$ cat config.mk
export PLATFORM = sky130hd
export DESIGN_NAME = icache_boot_loader
export DESIGN_NICKNAME = d
export VERILOG_FILES = /design/src/rtl/boot_pkg.sv /design/src/rtl/icache_boot_loader.sv
export SDC_FILE = /design/constraint.sdc
export NUM_CORES = 1
export LEC_CHECK = 0
export ABC_AREA = 1
export CAP_MARGIN = 20
export CORE_MARGIN = 8
export CORE_UTILIZATION = 40
export CTS_BUF_LIST = sky130_fd_sc_hd__clkbuf_8
export DETAILED_ROUTE_END_ITERATION = 7
export GPL_ROUTABILITY_DRIVEN = 1
export GPL_TIMING_DRIVEN = 0
export PLACE_DENSITY_LB_ADDON = 0.25
export SYNTH_ARGS = -nofsm -noshare
export SYNTH_HDL_FRONTEND = slang
export SYNTH_SLANG_ARGS = --single-unit
$ cat constraint.sdc
create_clock -name clk -period 1.91 [get_ports clk]
set_input_delay 0.191 -clock clk [delete_from_list [all_inputs] [get_ports clk]]
set_output_delay 0.191 -clock clk [all_outputs]
set_load 0.03 [all_outputs]
$ cat src/rtl/boot_pkg.sv
// Shared types and default widths for the instruction-cache boot loader.
package boot_pkg;

  localparam int BOOT_ADDR_W = 8;
  localparam int BOOT_DATA_W = 32;

  typedef enum logic [1:0] {
    IDLE    = 2'd0,
    LOAD    = 2'd1,
    WRITE   = 2'd2,
    RELEASE = 2'd3
  } boot_state_t;

endpackage

$ cat src/rtl/icache_boot_loader.sv
// Streams program words from a valid/ready source into the icache boot port,
// holding the core in boot mode until the last word is written.
module icache_boot_loader
  import boot_pkg::*;
#(
  parameter int ADDR_W      = BOOT_ADDR_W,
  parameter int DATA_W      = BOOT_DATA_W,
  parameter int RELEASE_DLY = 2
) (
  input  logic              clk,
  input  logic              rst,
  input  logic              start,
  input  logic              abort,
  input  logic [ADDR_W:0]   prog_len,
  input  logic              s_valid,
  input  logic [DATA_W-1:0] s_data,
  output logic              s_ready,
  output logic              boot_up,
  output logic [ADDR_W-1:0] boot_addr,
  output logic [DATA_W-1:0] boot_datai,
  output logic              boot_web,
  output logic              busy,
  output logic              done,
  output logic              err,
  output logic [ADDR_W:0]   words_loaded
);

  localparam int              CNT_W   = (RELEASE_DLY > 1) ? $clog2(RELEASE_DLY) : 1;
  localparam logic [ADDR_W:0] MAX_LEN = {1'b1, {ADDR_W{1'b0}}};
  localparam logic [CNT_W-1:0] REL_LAST = CNT_W'(RELEASE_DLY - 1);

  boot_state_t      state, state_n;
  logic [ADDR_W:0]  len;
  logic [ADDR_W:0]  idx;
  logic [ADDR_W:0]  idx_inc;
  logic [CNT_W-1:0] rel_cnt;
  logic             start_ok;
  logic             rel_last;

  assign start_ok = start && (prog_len != '0) && (prog_len <= MAX_LEN);
  assign idx_inc  = idx + (ADDR_W+1)'(1);
  assign rel_last = (rel_cnt == REL_LAST);
  assign s_ready  = (state == LOAD);

  // NOTE: sequential state uses non-blocking assignments so every register
  // samples pre-edge values, independent of statement order.
  always_ff @(posedge clk or posedge rst) begin
    if (rst) state <= IDLE;
    else     state <= state_n;
  end

  // NOTE: next state defaults to the current state before the case, so no
  // path through this block leaves it unassigned (no latch).
  always_comb begin
    state_n = state;
    unique case (state)
      IDLE:    if (start_ok) state_n = LOAD;
      LOAD: begin
        if (abort)        state_n = IDLE;
        else if (s_valid) state_n = WRITE;
      end
      WRITE: begin
        if (abort)              state_n = IDLE;
        else if (idx_inc == len) state_n = RELEASE;
        else                    state_n = LOAD;
      end
      RELEASE: if (rel_last) state_n = IDLE;
      default: state_n = IDLE;
    endcase
  end

  always_ff @(posedge clk or posedge rst) begin
    if (rst) begin
      len          <= '0;
      idx          <= '0;
      rel_cnt      <= '0;
      boot_up      <= 1'b0;
      boot_addr    <= '0;
      boot_datai   <= '0;
      boot_web     <= 1'b1;
      busy         <= 1'b0;
      done         <= 1'b0;
      err          <= 1'b0;
      words_loaded <= '0;
    end else begin
      done <= 1'b0;
      err  <= 1'b0;
      busy <= (state_n != IDLE);
      unique case (state)
        IDLE: begin
          if (start_ok) begin
            len          <= prog_len;
            idx          <= '0;
            words_loaded <= '0;
            boot_up      <= 1'b1;
          end else if (start) begin
            err <= 1'b1;
          end
        end
        LOAD: begin
          // An abort takes precedence over a word offered in the same cycle.
          if (abort) begin
            boot_up <= 1'b0;
            err     <= 1'b1;
          end else if (s_valid) begin
            boot_datai <= s_data;
            boot_addr  <= idx[ADDR_W-1:0];
            boot_web   <= 1'b0;
          end
        end
        WRITE: begin
          // The write strobe is already low this cycle, so it counts even on abort.
          boot_web     <= 1'b1;
          idx          <= idx_inc;
          words_loaded <= idx_inc;
          rel_cnt      <= '0;
          if (abort) begin
            boot_up <= 1'b0;
            err     <= 1'b1;
          end
        end
        RELEASE: begin
          if (rel_last) begin
            boot_up <= 1'b0;
            done    <= 1'b1;
          end else begin
            rel_cnt <= rel_cnt + CNT_W'(1);
          end
        end
        default: ;
      endcase
    end
  end

endmodule

==> flow_metrics.py <==
metrics = {
    "floorplanning": {
        "die_y_um": 102.0,
        "die_w_um": 102.0,
        "num_rows": 31,
        "die-area_um2": 10410,
        "initial_core_util": 0.4105,
        "core_area_um2": 7214,
        "ios": 101,
    },
    "power": {
        "power.leakage_nw": 2.051,
        "p_total_mw": 6.297,
        "powerDensity_nw_per_um2": 1464,
        "peakVddDrop_mv": 0.9247,
    },
    "yosys": {
        "yosysWarnings": 0,
        "synth_cell_type_count": 25,
        "ys_seq_area_frac": 0.5581,
        "syn_avg_cell_area_um2": 8.204,
        "synth_top_family_by_area": "simple AND/OR/NAND/NOR gates",
        "synth_nets": 413,
        "synthCells": 361,
        "synthAdderAreaFrac": 0.02535,
        "muxShareOfSynthArea": 0,
        "synth_compound_area_frac": 0.06210,
        "synth_area_um2": 2962,
        "ys_ff_latch": 66,
        "synth-xor-area-share": 0.005915,
        "synth_simple_gate_area_frac": 0.2970,
    },
    "drt": {
        "first_pass_iters": 4,
        "drt_iter0_markers": 92,
        "routedWlPerCell_um": 13.73,
        "ant_nets": 0,
        "drcViolationCount": 0,
        "vias": 2690,
        "viasPerCell": 4.678,
        "routed_wl_mm": 7.892,
    },
    "clock_tree": {
        "cts-root-buf": "clkbuf_8",
        "clkTransAtPathRegs_ps": 70,
        "htree_levels": 3,
        "clk_latency_ps": 340,
        "clock_sinks": 66,
        "ctsResizeCount": 1,
        "post_cts_buffers": 0,
        "cts_tree": "yes",
        "clockBufferDepth": 2,
        "numCtsBuffers": 9,
        "hold_buffers": 0,
    },
    "final_layout": {
        "layout.area.seq_um2": 1655,
        "syn_to_final_growth_pct": 45.25,
        "n_fill_cell": 655,
        "drive_above_1_share": 0.07773,
        "multiInputGateArea_um2": 1164,
        "final_common_cell": "nand2_1",
        "layout.nets": 523,
        "layout_common_cells": "nand2_1, clkdlybuf4s50_1, dfrtp_1",
        "antenna_cells": 0,
        "utilization": 0.5963,
    },
    "critical_path": {
        "cp_cell_sequence": "clkdlybuf4s50_1",
        "reg2regPathDepth": 13,
        "worstSetupPathType": "register to output pin",
        "max_stage_delay_ps": 730,
        "critPathCaptureType": "output pin",
        "cp_top_family": "buffers and inverters",
        "path_buf_inv": 1,
        "path_max_fanout": 8,
        "startpoint_type": "register",
        "worstPathArrival_ps": 1580,
        "crit_required_ps": 1720,
        "slowest_stage": "clkdlybuf4s50_1",
        "cp_num_cells": 1,
    },
    "global_routing": {
        "grt_remaining_overflow": 0,
        "grt_start_max_net_pins": 67,
        "antenna_found_initial": 0,
        "grtUsageTotal": 0.1597,
        "grt_pass1_vias": 2640,
        "grt_pass1_wl_mm": 12.85,
    },
    "placed_design": {
        "io_buffers": 100,
        "preCtsSetupSlack_ps": 11.79,
        "dp_hpwl_mm": 6.061,
        "gp_congestion": 0.8251,
    },
    "timing": {
        "relSlewSlack": 0.4619,
        "fin_crit_ps": 1770,
        "min_period_over_period": 0.9268,
        "skew_ps": 4.574,
        "grt_setup_unrepaired": "false",
        "hold_violations": 0,
        "setup_viol": 0,
        "worst_pin_slew_ps": 807.1,
        "final_max_slew_viol_count": 0,
        "fmaxAchievable_ghz": 0.5649,
        "worst_slack_ps": 139.8,
        "holdWs_ps": 354.4,
    },
    "flow_run": {
        "max_cap_violations": 0,
    },
    "status": {
        "status": "finished, final reports clean",
    },
    "worst_hold_path": {
        "hp-class": "input port to async pin",
    },
}
[path summary, 6_finish.rpt]
| check | from | end | slack [ps] |
|---|---|---|---|
| worst min-delay path | rst | boot_datai[13]$_DFFE_PP0P_ | 350 |
| max in group asynchronous | rst | idx[0]$_DFFE_PP0P_ | 970 |
| min in group clk | s_data[11] | boot_datai[11]$_DFFE_PP0P_ | 380 |
| worst min register to register | rel_cnt$_DFFE_PP0P_ | done$_DFF_PP0_ | 470 |
| worst max register to register | idx[0]$_DFFE_PP0P_ | busy$_DFF_PP0_ | 150 |
| worst max-delay path | idx[2]$_DFFE_PP0P_ | words_loaded[2] | 140 |
[state kept, by name, indices dropped and copies added (netlist names)]
register and flops:
boot_datai 32, idx 9, len 9, boot_addr 8, state 2, boot_up 1, boot_web 1, busy 1
done 1, err 1, rel_cnt 1
[stage by stage]
step                      TNS [ps]  area, um^2  std cells
final                            0        4302        575
after global routing             0        4302        575
after CTS                        0        4292        576
after detailed placement         0        4089        560
after global placement      -75200        4086        560
after floorplan                  0        2962        361
[Yosys cell counts]
cell type,count,area share
buf_2,2,0.0034
o21ai_1,1,0.0017
nor2_2,3,0.0063
clkbuf_1,6,0.0076
nand4_1,5,0.011
ha_1,6,0.025
buf_1,1,0.0013
nand2_2,4,0.0084
nand3_1,27,0.046
o21ai_0,21,0.035
nand2_1,163,0.21
o21bai_1,1,0.0025
dfrtp_1,65,0.55
xnor2_1,1,0.0030
a21oi_1,3,0.0051
xor2_1,1,0.0030
inv_1,29,0.037
inv_2,1,0.0013
clkinv_1,1,0.0013
dfstp_2,1,0.0089
nor2_1,8,0.010
o21a_1,1,0.0025
nor3_1,1,0.0017
o22ai_1,7,0.015
nor2_4,2,0.0076
[per-layer routing]
| metal | wire, um | global-route usage |
|---|---|---|
| met1 | 3288 | 0.1880 |
| met2 | 3854 | 0.2574 |
| met3 | 613 | 0.05518 |
| met4 | 135 | 0.07111 |
| met5 | 0 | 0 |
[power breakdown]
group          total, mW  switching, mW  internal [mW]
Combinational       2.91           1.77           1.14
Clock               1.19          0.525          0.667
Sequential          2.20          0.285           1.91
[logic make-up (layout without fill, tap and decap cells)]
family | after synthesis | after routing
AND/OR/NAND/NOR | 213 | 213
flip-flops | 66 | 66
buffers and inverters | 40 | 155
AO/OA/AOI/OAI | 34 | 34
adder cells (fa/ha/maj) | 6 | 6
XOR/XNOR | 2 | 2
[area by class of cell]
class | instances | share of cell area
clock buffers | 11 | 0.03519
inverters | 31 | 0.02763
repair buffers | 100 | 0.2324
well taps | 99 | 0.02880
clock inverters | 5 | 0.01222
multi-input cells | 255 | 0.2705
flip-flops and latches | 66 | 0.3848
plain buffers | 8 | 0.008435
Power figures use the tool's default switching activity.
